**config.mk**
```make
export PLATFORM = sky130hd
export DESIGN_NAME = shift_unit_seq
export DESIGN_NICKNAME = d
export VERILOG_FILES = /design/src/rtl/shift_pkg.sv /design/src/rtl/shift_step.sv /design/src/rtl/shift_unit_seq.sv
export SDC_FILE = /design/constraint.sdc
export NUM_CORES = 1
export LEC_CHECK = 0
export CELL_PAD_IN_SITES_DETAIL_PLACEMENT = 1
export CELL_PAD_IN_SITES_GLOBAL_PLACEMENT = 1
export CORE_MARGIN = 1.5
export CORE_UTILIZATION = 35
export CTS_BUF_LIST = sky130_fd_sc_hd__clkbuf_4 sky130_fd_sc_hd__clkbuf_8 sky130_fd_sc_hd__clkbuf_16
export DETAILED_ROUTE_END_ITERATION = 16
export PLACE_DENSITY = 0.68
export SYNTH_ARGS = -nofsm -noshare
export SYNTH_HDL_FRONTEND = slang
export SYNTH_HIERARCHICAL = 1
export SYNTH_SLANG_ARGS = --single-unit
```
**constraint.sdc**
```tcl
create_clock -name clk -period 7.7 [get_ports clk]
set_clock_uncertainty 0.1 [all_clocks]
set_input_delay 1.54 -clock clk [delete_from_list [all_inputs] [get_ports clk]]
set_output_delay 1.54 -clock clk [all_outputs]
set_load 0.02 [all_outputs]
```
**src/rtl/shift_pkg.sv**
```systemverilog
// Shared encodings for the sequential shift/rotate unit: operation modes and FSM states.
package shift_pkg;

    localparam logic [2:0] MODE_SHR  = 3'd0;
    localparam logic [2:0] MODE_SHRA = 3'd1;
    localparam logic [2:0] MODE_SHL  = 3'd2;
    localparam logic [2:0] MODE_ROR  = 3'd3;
    localparam logic [2:0] MODE_ROL  = 3'd4;

    typedef enum logic [1:0] {
        IDLE  = 2'd0,
        SHIFT = 2'd1,
        DONE  = 2'd2
    } state_t;

    function automatic logic mode_is_legal(input logic [2:0] mode);
        return (mode <= MODE_ROL);
    endfunction

endpackage

```
**src/rtl/shift_step.sv**
```systemverilog
// Combinational single-step shifter: moves the value by s bits (0..STEP) in the
// selected mode and reports the bit that was last shifted out or wrapped around.
module shift_step
    import shift_pkg::*;
#(
    parameter int WIDTH = 32,
    parameter int STEP  = 4,
    localparam int SW   = $clog2(STEP + 1)
) (
    input  logic [WIDTH-1:0] i_value,
    input  logic [2:0]       i_mode,
    input  logic [SW-1:0]    i_s,
    output logic [WIDTH-1:0] o_shifted,
    output logic             o_bit
);

    logic signed [WIDTH-1:0] w_value_s;
    logic [WIDTH-1:0]        w_srl;
    logic [WIDTH-1:0]        w_sra;
    logic [WIDTH-1:0]        w_sll;
    logic [WIDTH-1:0]        w_ror;
    logic [WIDTH-1:0]        w_rol;
    logic [WIDTH-1:0]        w_lo_probe;
    logic [WIDTH-1:0]        w_hi_probe;

    assign w_value_s = i_value;
    assign w_srl     = i_value >> i_s;
    assign w_sra     = w_value_s >>> i_s;
    assign w_sll     = i_value << i_s;
    assign w_ror     = w_srl | (i_value << (WIDTH - int'(i_s)));
    assign w_rol     = w_sll | (i_value >> (WIDTH - int'(i_s)));

    // Bring bit s-1 to the LSB and bit WIDTH-s to the MSB; those are the bits
    // leaving (or wrapping) on right and left moves respectively.
    assign w_lo_probe = i_value >> (int'(i_s) - 1);
    assign w_hi_probe = i_value << (int'(i_s) - 1);

    always_comb begin
        o_shifted = i_value;
        o_bit     = 1'b0;
        if (i_s != '0) begin
            case (i_mode)
                MODE_SHR: begin
                    o_shifted = w_srl;
                    o_bit     = w_lo_probe[0];
                end
                MODE_SHRA: begin
                    o_shifted = w_sra;
                    o_bit     = w_lo_probe[0];
                end
                MODE_SHL: begin
                    o_shifted = w_sll;
                    o_bit     = w_hi_probe[WIDTH-1];
                end
                MODE_ROR: begin
                    o_shifted = w_ror;
                    o_bit     = w_lo_probe[0];
                end
                MODE_ROL: begin
                    o_shifted = w_rol;
                    o_bit     = w_hi_probe[WIDTH-1];
                end
                default: begin
                    o_shifted = i_value;
                    o_bit     = 1'b0;
                end
            endcase
        end
    end

endmodule

```
**src/rtl/shift_unit_seq.sv**
```systemverilog
// Multi-cycle shift/rotate unit: shifts at most STEP bits per clock and signals
// completion with a start/busy/done handshake for the control sequencer.
module shift_unit_seq
    import shift_pkg::*;
#(
    parameter int WIDTH = 32,
    parameter int STEP  = 4
) (
    input  logic             clk,
    input  logic             clr,
    input  logic             start,
    input  logic [2:0]       mode,
    input  logic [WIDTH-1:0] a,
    input  logic [WIDTH-1:0] b,
    output logic             busy,
    output logic             done,
    output logic [WIDTH-1:0] result,
    output logic             carry_out,
    output logic             zero,
    output logic             illegal
);

    localparam int AMT_W = $clog2(WIDTH);
    localparam int SW    = $clog2(STEP + 1);

    state_t           r_state;
    logic [WIDTH-1:0] r_work;
    logic [2:0]       r_mode;
    logic [AMT_W-1:0] r_rem;
    logic             r_busy;
    logic             r_done;
    logic [WIDTH-1:0] r_result;
    logic             r_carry_out;
    logic             r_zero;
    logic             r_illegal;

    logic [AMT_W-1:0] w_amt;
    logic             w_legal;
    logic [SW-1:0]    w_s;
    logic [AMT_W-1:0] w_rem_next;
    logic [WIDTH-1:0] w_shifted;
    logic             w_bit;
    logic             w_unused_b;

    assign w_amt      = b[AMT_W-1:0];
    assign w_unused_b = ^b[WIDTH-1:AMT_W];
    assign w_legal    = mode_is_legal(mode);

    // Step size is the smaller of STEP and the bits still to move.
    assign w_s        = (int'(r_rem) < STEP) ? SW'(r_rem) : SW'(STEP);
    assign w_rem_next = r_rem - AMT_W'(w_s);

    shift_step #(
        .WIDTH (WIDTH),
        .STEP  (STEP)
    ) u_step (
        .i_value   (r_work),
        .i_mode    (r_mode),
        .i_s       (w_s),
        .o_shifted (w_shifted),
        .o_bit     (w_bit)
    );

    always_ff @(posedge clk) begin
        if (clr) begin
            r_state     <= IDLE;
            r_busy      <= 1'b0;
            r_done      <= 1'b0;
            r_result    <= '0;
            r_carry_out <= 1'b0;
            r_zero      <= 1'b1;
            r_illegal   <= 1'b0;
        end else begin
            r_done <= 1'b0;
            case (r_state)
                IDLE, DONE: begin
                    if (start) begin
                        r_work      <= a;
                        r_mode      <= mode;
                        r_rem       <= w_amt;
                        r_carry_out <= 1'b0;
                        if ((w_amt == '0) || !w_legal) begin
                            // Nothing to move: complete straight away with a passed through.
                            r_state   <= DONE;
                            r_done    <= 1'b1;
                            r_busy    <= 1'b0;
                            r_result  <= a;
                            r_zero    <= (a == '0);
                            r_illegal <= !w_legal;
                        end else begin
                            r_state   <= SHIFT;
                            r_busy    <= 1'b1;
                            r_illegal <= 1'b0;
                        end
                    end else begin
                        r_state <= IDLE;
                    end
                end
                SHIFT: begin
                    r_work <= w_shifted;
                    r_rem  <= w_rem_next;
                    if (w_rem_next == '0) begin
                        r_state     <= DONE;
                        r_busy      <= 1'b0;
                        r_done      <= 1'b1;
                        r_result    <= w_shifted;
                        r_zero      <= (w_shifted == '0);
                        r_carry_out <= w_bit;
                    end
                end
                default: begin
                    r_state <= IDLE;
                    r_busy  <= 1'b0;
                end
            endcase
        end
    end

    assign busy      = r_busy;
    assign done      = r_done;
    assign result    = r_result;
    assign carry_out = r_carry_out;
    assign zero      = r_zero;
    assign illegal   = r_illegal;

endmodule

```
# Word level (Yosys, flattened, before mapping)
# Cells that the tools add are included.
# classes
n_addsub	3
order_cmp	2
eq_ne	9
shifts	7
n_mux	33
bitwise_logic	3
reduce_logical	19
# op_table
op	count
2-to-1 mux 32 bit	5
one-hot mux 32 bit (5 select lines)	1
one-hot mux 32 bit (2 select lines)	2
zero test 32 bit	2
OR 32 bit	2
left shift 32 x 32 -> 32 bit	2
left shift 32 x 3 -> 32 bit	1
right shift 32 x 3 -> 32 bit	1
right shift 32 x 32 -> 1 bit	1
right shift 32 x 32 -> 32 bit	1
>>> shifter 32 x 3 -> 32 bit	1
2-to-1 mux 1 bit	13
zero test 5 bit	2
one-hot mux 1 bit (2 select lines)	5
one-hot mux 5 bit (2 select lines)	1
AND reduction 3 bit	3
subtractor 6 x 3 -> 7 bit, first input constant	1
== test 3 x 2 -> 1 bit, second input constant	2
2-to-1 mux 2 bit	3
inequality test 2 bit, second input constant	3
less-than comparator 5 x 3 -> 1 bit, second input constant	1
2-to-1 mux 5 bit	1
subtractor 5 x 3 -> 5 bit	1
one-hot mux 2 bit (2 select lines)	1
18 further kinds	20
# word_totals
ff_bits	79
inputBits	70
output_inout_bits	37
wordCells	86

# Depth between registers and ports, before layout
# logic_depth
word_depth	10
ltp_mapped	19
mapped_depth_nobuf	14

# Modules after synthesis
# Netlist, hierarchy kept.
# modules_own_cells
mod	instances	cells_each	area_per_inst_um2	seq_area_each_um2
shift_step	1	489	3696.0	0.0
shift_unit_seq	1	283	3609.7	1981.9

# Worst setup path after synthesis
# No wires, ideal clock.
# synth_path
path_kind	reg2reg
from	reg r_rem[2]
to	reg r_zero, in the netlist zero
setup_time_ns	0.081
arrival_ns	3.892
required_time_ns	7.519
path_slack_ns	3.628
stages_incl_launch_ff	20
path_buffers	6
synth_period_minus_slack_ns	4.072
cell_sequence	edfxtp_1 nor3_1 and2_1 buf_6 buf_12 inv_2 buf_4 buf_2 ha_1 ha_1 clkbuf_1 clkbuf_1 o22ai_1 a21oi_1 o221ai_1 o221a_2 nor4_1 nand4_1 or3_1 a41oi_1
# synth_between
elab_chain_cells	10
elab_cells_between_ends	20
cone_classes	add/sub (2); order compare (1); eq/ne (1); shift (5); mux (5); bitwise (2); reduce/logical (4)
# synth_lines
item	line	rtl
from (decl)	shift_unit_seq.sv:29	logic [AMT_W-1:0] r_rem;
from (signal assigned)	shift_unit_seq.sv:80	r_rem <= w_amt;
from (signal assigned)	shift_unit_seq.sv:101	r_rem <= w_rem_next;
less-than comparator 5 x 3 -> 1 bit *	shift_unit_seq.sv:50	assign w_s = (int'(r_rem) < STEP) ? SW'(r_rem) : SW'(STEP);
2-to-1 mux 3 bit *	shift_unit_seq.sv:50	
via w_s[0]	shift_unit_seq.sv:39	logic [SW-1:0] w_s;
subtractor 6 x 3 -> 7 bit	shift_step.sv:30, shift_step.sv:31	
right shift 32 x 32 -> 32 bit or left shift 32 x 32 -> 32 bit (tied branches)	shift_step.sv:31, shift_step.sv:30	
OR 32 bit (on tied branches)	shift_step.sv:31, shift_step.sv:30	
one-hot mux 32 bit (5 select lines)	shift_step.sv:42	case (i_mode)
2-to-1 mux 32 bit *	shift_step.sv:41	if (i_s != '0) begin
via w_shifted[28]	shift_unit_seq.sv:41	logic [WIDTH-1:0] w_shifted;
zero test 32 bit *	shift_unit_seq.sv:107	r_zero <= (w_shifted == '0);
2-to-1 mux 1 bit *	shift_unit_seq.sv:102	if (w_rem_next == '0) begin
one-hot mux 1 bit (2 select lines) *	shift_unit_seq.sv:75	case (r_state)
to (signal assigned)	shift_unit_seq.sv:88	r_zero <= (a == '0);
to (signal assigned)	shift_unit_seq.sv:107	
to (decl)	shift_unit_seq.sv:34	logic r_zero;
# The timed path passes the listed nets; every way through them passes the cells marked *. The select of a mux whose other input is x is not followed.
# A chain may end at the register's enable or synchronous reset.

# Final worst setup path
# Ends and elaborated chain as after synthesis.

==> run metrics <==
Netlist cell types=78; fill count=2319; HP Start=illegal; Power Internal=just over 0.9 mW; ranking of synthesized cells by area=edfxtp_1 (16%), dfxtp_1 (11%), mux2i_1 (9.6%), mux2_2 (8.6%), mux4_2 (6.2%); Die H=147 µm; Cell Area, Placed=~0.0081 mm²; Pins Over Slew Limit=0; Setup violations, final=0; clock tree buffer depth=2; RSZ-0062 raised after global routing=no; # rows=52; Leak=3.21 nW; final instance area=between 0.008 and 0.009 mm²; number of synthesized flops with an enable pin=40; status=completed; R2R Setup Slk=2130 ps; leading cell types in the layout, fill and taps excluded=clkdlybuf4s50_1 (79), mux2i_1 (70), nor2_1 (63); top_reg_cell synth=edfxtp_1; dpl hpwl=~18 mm; Setup crit end kind=register; startpoint types=register; Final nets=865; Resized cells post-CTS=0; WHS=363 ps; hold path depth=2; r2r startpoint=r_rem[2]; Post-CTS Setup Inserts=0; final hold violation count=0; area delta synth->final=14.1%; drt drc=0; Worst R2R End=zero; Routability Congestion=0.903; slew margin rel.=28.3%; initial antenna violation count=0; Mapped Cells=772; Sw Ratio=34.6%; per-cell routed wire length=24.1 µm; WS Path Type=reg2reg; TritonCTS clock tree=yes; final worst-path cycle share=72.4%; TritonCTS Sinks=79; Vias/cell=6.43; HP Class=reg2reg; layout cell share with drive strength beyond 1=16.3%; Worst-Margin Slew=1070 ps; TritonCTS buffer count=9; Initial Utilization=a little over a third; fmax=179 MHz; hold worst-path end=illegal; worst r2r path cells=12; Global Route Usage Sum=23.5%; DR iter-0 viols=460; die area=0.0217 mm²; setup TNS=0 ps; # hold bufs at CTS=0; Sw Pwr=0.488 mW; Comb power frac=around a third; worst-skew pair later-pin latency=roughly 340 ps; gr ovfl total=0; Pre-antenna DRT Iters=5; I/O Pins=around 110; Mapped Area=0.00731 mm²; H-tree depth=3; CORE AREA=0.0204 mm²; commonest non-fill, non-tap cell in the layout=clkdlybuf4s50_1; wire length of the first global-routing pass=slightly above 40 mm; Async S/R FF share, synth=0%; antenna fix cells=0; largest net degree at the start of global routing=a little over 60; PortBufs=79; Root Driver=clkbuf_16; mean post-synth cell area=9.46 µm²; Reg power frac=37.8%; Peak supply drop=about 0.13 mV; total length of routed wires=approximately 26 mm; post-synth net total=846; vias in the first global route=around 7000; Ys Warns=6; fin crit period=~5600 ps; clock share of power=29.5%; maximum fanout along the worst path=36; Yosys top cell by area=edfxtp_1; total number of vias=just under 7000; Power Density=between 150 and 200 mW/mm²; Chip Width=147 µm; max-cap violations=0; Antenna Nets Post-Route=0; clk slew on worst S/H paths=60 ps; post-synthesis sequential area ratio=27.1%; Synth top area share=16.4%; Worst Path Required=7840 ps; Arrival @ worst endpoint=about 5700 ps; #FFs+latches synth=about 80
[final cells by class]
cell class,count,area (µm²),area share (%)
multi-input cells,599,4800,57.6
flip-flops and latches,79,1980,23.8
repair buffers,93,896,10.7
well taps,270,338,4.05
clock buffers,11,253,3.03
clock inverters,5,35.0,0.420
inverters,9,33.8,0.405
[cell families (layout without fill, tap and decap cells)]
kind of cell,after synthesis,after routing,synth area share [%]
buffers and inverters,94,118,7.48
adder cells (fa/ha/maj),4,4,0.685
other,2,2,0.103
multiplexers,151,151,26.2
AO/OA/AOI/OAI,229,229,24.2
AND/OR/NAND/NOR,211,211,14.0
XOR/XNOR,2,2,0.240
flip-flops,79,79,27.1
[stage by stage]
step	power, mW	std cells	worst slack, ps	util, %
2_1_floorplan	0.835	772	3630	-
3_3_place_gp	0.982	1050	2340	39.5
3_5_place_dp	0.995	1050	2240	39.5
4_1_cts	1.41	1066	2190	40.9
5_1_grt	1.47	1066	1820	40.9
6_report	1.41	1066	2130	40.9
[synth_stat cells (all sizes together), types with 10 or more instances]
| master | instances |
|---|---|
| a211o | 34 |
| a21oi | 39 |
| buf | 58 |
| clkbuf | 27 |
| dfxtp | 39 |
| edfxtp | 40 |
| mux2 | 56 |
| mux2i | 70 |
| mux4 | 25 |
| nand2 | 51 |
| nand2b | 12 |
| nand3 | 12 |
| nor2 | 63 |
| nor2b | 10 |
| nor3 | 18 |
| nor4 | 15 |
| o211a | 34 |
| o211ai | 15 |
| o21ai | 26 |
| or2 | 11 |
[flip-flops by register name (all words and copies together) (netlist names)]
register	cells
r_rem	5
done	1
carry_out	1
busy	1
zero	1
r_mode	3
illegal	1
result	32
r_state	2
r_work	32
[worst max-delay path: stages (launching register included)]
cell and delay, ps:
edfxtp_1 490, nor3_1 420, and2_4 530, inv_1 470
ha_1 920, mux2i_1 450, mux4_2 300, nor2_1 40
o32a_1 420, nor4_1 480, nand4_1 140, or3_1 440
a41oi_1 220
[worst max path at each step]
stage / startpoint / to / depth (start not counted)
after global routing: r_rem[2] / zero / 12
after global placement: r_rem[2] / zero / 12
after CTS: r_rem[2] / zero / 12
after floorplan: r_rem[2] / zero / 19
final: r_rem[2] / zero / 12
after detailed placement: r_rem[2] / zero / 12
[power groups by stage]
stage | clock (mW) | combinational [mW] | sequential (mW)
floorplan | 0 | 0.304 | 0.531
global placement | 0 | 0.443 | 0.538
detailed placement | 0 | 0.454 | 0.541
CTS | 0.424 | 0.456 | 0.532
global route | 0.441 | 0.493 | 0.538
finish | 0.417 | 0.462 | 0.534
[metal layers]
metal / part of all wire, % / track usage, % / wire (µm) / up-vias
met4: 2.1 / 7.15 / 532 / 0
li1: - / - / - / 3041
met5: 0 / 0 / 0 / -
met3: 6.0 / 2.53 / 1540 / 44
met2: 47 / 38.4 / 12000 / 293
met1: 45 / 32.7 / 11600 / 3480
Note: power is estimated with default switching activity, not from simulation.
==> variant: new RTL, config.mk and constraints unchanged <==
`WIDTH` is set to 32 in 2 places; all go to 64.
--- a/src/rtl/shift_step.sv
+++ b/src/rtl/shift_step.sv
@@ -5,3 +5,3 @@
 #(
-    parameter int WIDTH = 32,
+    parameter int WIDTH = 64,
     parameter int STEP  = 4,
--- a/src/rtl/shift_unit_seq.sv
+++ b/src/rtl/shift_unit_seq.sv
@@ -5,3 +5,3 @@
 #(
-    parameter int WIDTH = 32,
+    parameter int WIDTH = 64,
     parameter int STEP  = 4
Interface: changed (resized a, b and result); port bits go from 107 to 203. No check against the original RTL was run, so the function may have changed too.
==> variant against the original RTL <==
Power up 110%. Routed wire length grew to 2.5 times the old value. Critical path depth up 5. Cell area grew 99%. Area after synthesis up 96%. Sequential cell count grew 65. Setup slack lost 0.049 ns. Sequential share of layout area decreased by 2.0 points.
==> variant: results (changes against the original RTL) <==
| Metric | Value |
|---|---|
| Outcome | `complete, no violations` |
| Highest cell delay on the worst timing path | `0.71 ns (-0.21 ns)` |
| GR Util All Layers | `31.2% (+7.7 points)` |
| Number of flops mapped to enable cells by yosys | `73 (+83%)` |
| Tightest Pin Transition | `1.17 ns (+0.0978 ns)` |
| Total number of nets in the final design | `1,967 (+130%)` |
| Area fraction in compound gates after synthesis | `21.8% (-2.4 points)` |
| Logic pwr share | `33.9% (+1.2 points)` |
| Clock network power | `969 uW (+130%)` |
| Number of buffers added on ports | `144 (+82%)` |
| Via count | `15,100 (+120%)` |
| Worst voltage drop across the vdd grid | `0.172 mV (+32%)` |
| Final weighted congestion of routability-driven global placement | `0.959 (+6.3%)` |
| Wire length of the first global-routing pass | `97.9 mm (+140%)` |
| Detailed placement HPWL | `48.5 mm (+160%)` |
| XOR/XNOR Fraction of Synth Area | `0.0613% (-0.18 points)` |
| Cell types with the highest counts after synthesis | `sky130_fd_sc_hd__nand2_1 (332), sky130_fd_sc_hd__nor2_1 (237), sky130_fd_sc_hd__mux2i_1 (197), sky130_fd_sc_hd__mux2_2 (107), sky130_fd_sc_hd__o21ai_0 (78)` |
| Proportion of layout cells with a drive suffix above 1 | `12.6% (-3.7 points)` |
| Syn nets | `1,922 (+130%)` |
| Mux contribution to synthesized area | `26.2% (about the same)` |
| Portion of the post-synthesis area used by sequential elements | `25.3% (-1.8 points)` |
| Arrival time at the worst endpoint | `5.92 ns (+0.21 ns)` |
| Clock insertion delay at the later pin of the skew report | `0.48 ns (+0.14 ns)` |
| Post-Synth Adder-Cell Area | `0.175% (-0.51 points)` |
| Leakage component of the power | `0.00606 uW (+89%)` |
| Cell-internal power | `1870 uW (+100%)` |
[variant: cell families after synthesis]
logic type      count (synthesis)
xor+xnor                        1
fa+ha+maj                       2
flops                         144
compound gates                449
mux                           329
buf+inv                       165
simple gates                  696
[variant: path summary, 6_finish.rpt]
path	startpoint	to	slack [ns]	cells after the start
min reg2reg	carry_out	carry_out	0.39	2
max reg2reg	r_rem[2]	zero	2.08	17
max	r_rem[2]	zero	2.08	17
min	carry_out	carry_out	0.39	2
[variant: metal layers]
layer	vias up	share of wire, %	track usage (%)
li1	6813	-	-
met1	7645	44	41.7
met2	536	46	49.7
met3	107	6.3	5.49
met4	0	3.4	12.2
met5	-	0	0
[variant: final cells by class]
| type | instances | area (um2) | share of cell area, % |
|---|---|---|---|
| clock buffers | 19 | 440 | 2.65 |
| multi-input cells | 1477 | 9870 | 59.5 |
| inverters | 8 | 32.5 | 0.196 |
| well taps | 525 | 657 | 3.96 |
| flip-flops and latches | 144 | 3610 | 21.8 |
| clock inverters | 13 | 235 | 1.42 |
| repair buffers | 183 | 1740 | 10.5 |
[variant: through the flow]
step           power (uW)  hold slack, ns  instances  worst slack [ns]
6_report             2930           0.389       2369              2.08
5_1_grt              3050           0.416       2369              1.84
4_1_cts              2930           0.396       2369              2.18
3_5_place_dp         1950           0.386       2337              2.22
3_3_place_gp         1940           0.372       2337              2.26
2_1_floorplan        1570           0.447       1786              1.69
[variant: worst min-delay path: cells and delay by family (launching register included)]
| kind | cells | cell delay, ns |
|---|---|---|
| DFF | 1 | 0.32 |
| and+or+nand+nor | 1 | 0.07 |
| AOI/OAI and AO/OA | 1 | 0.06 |
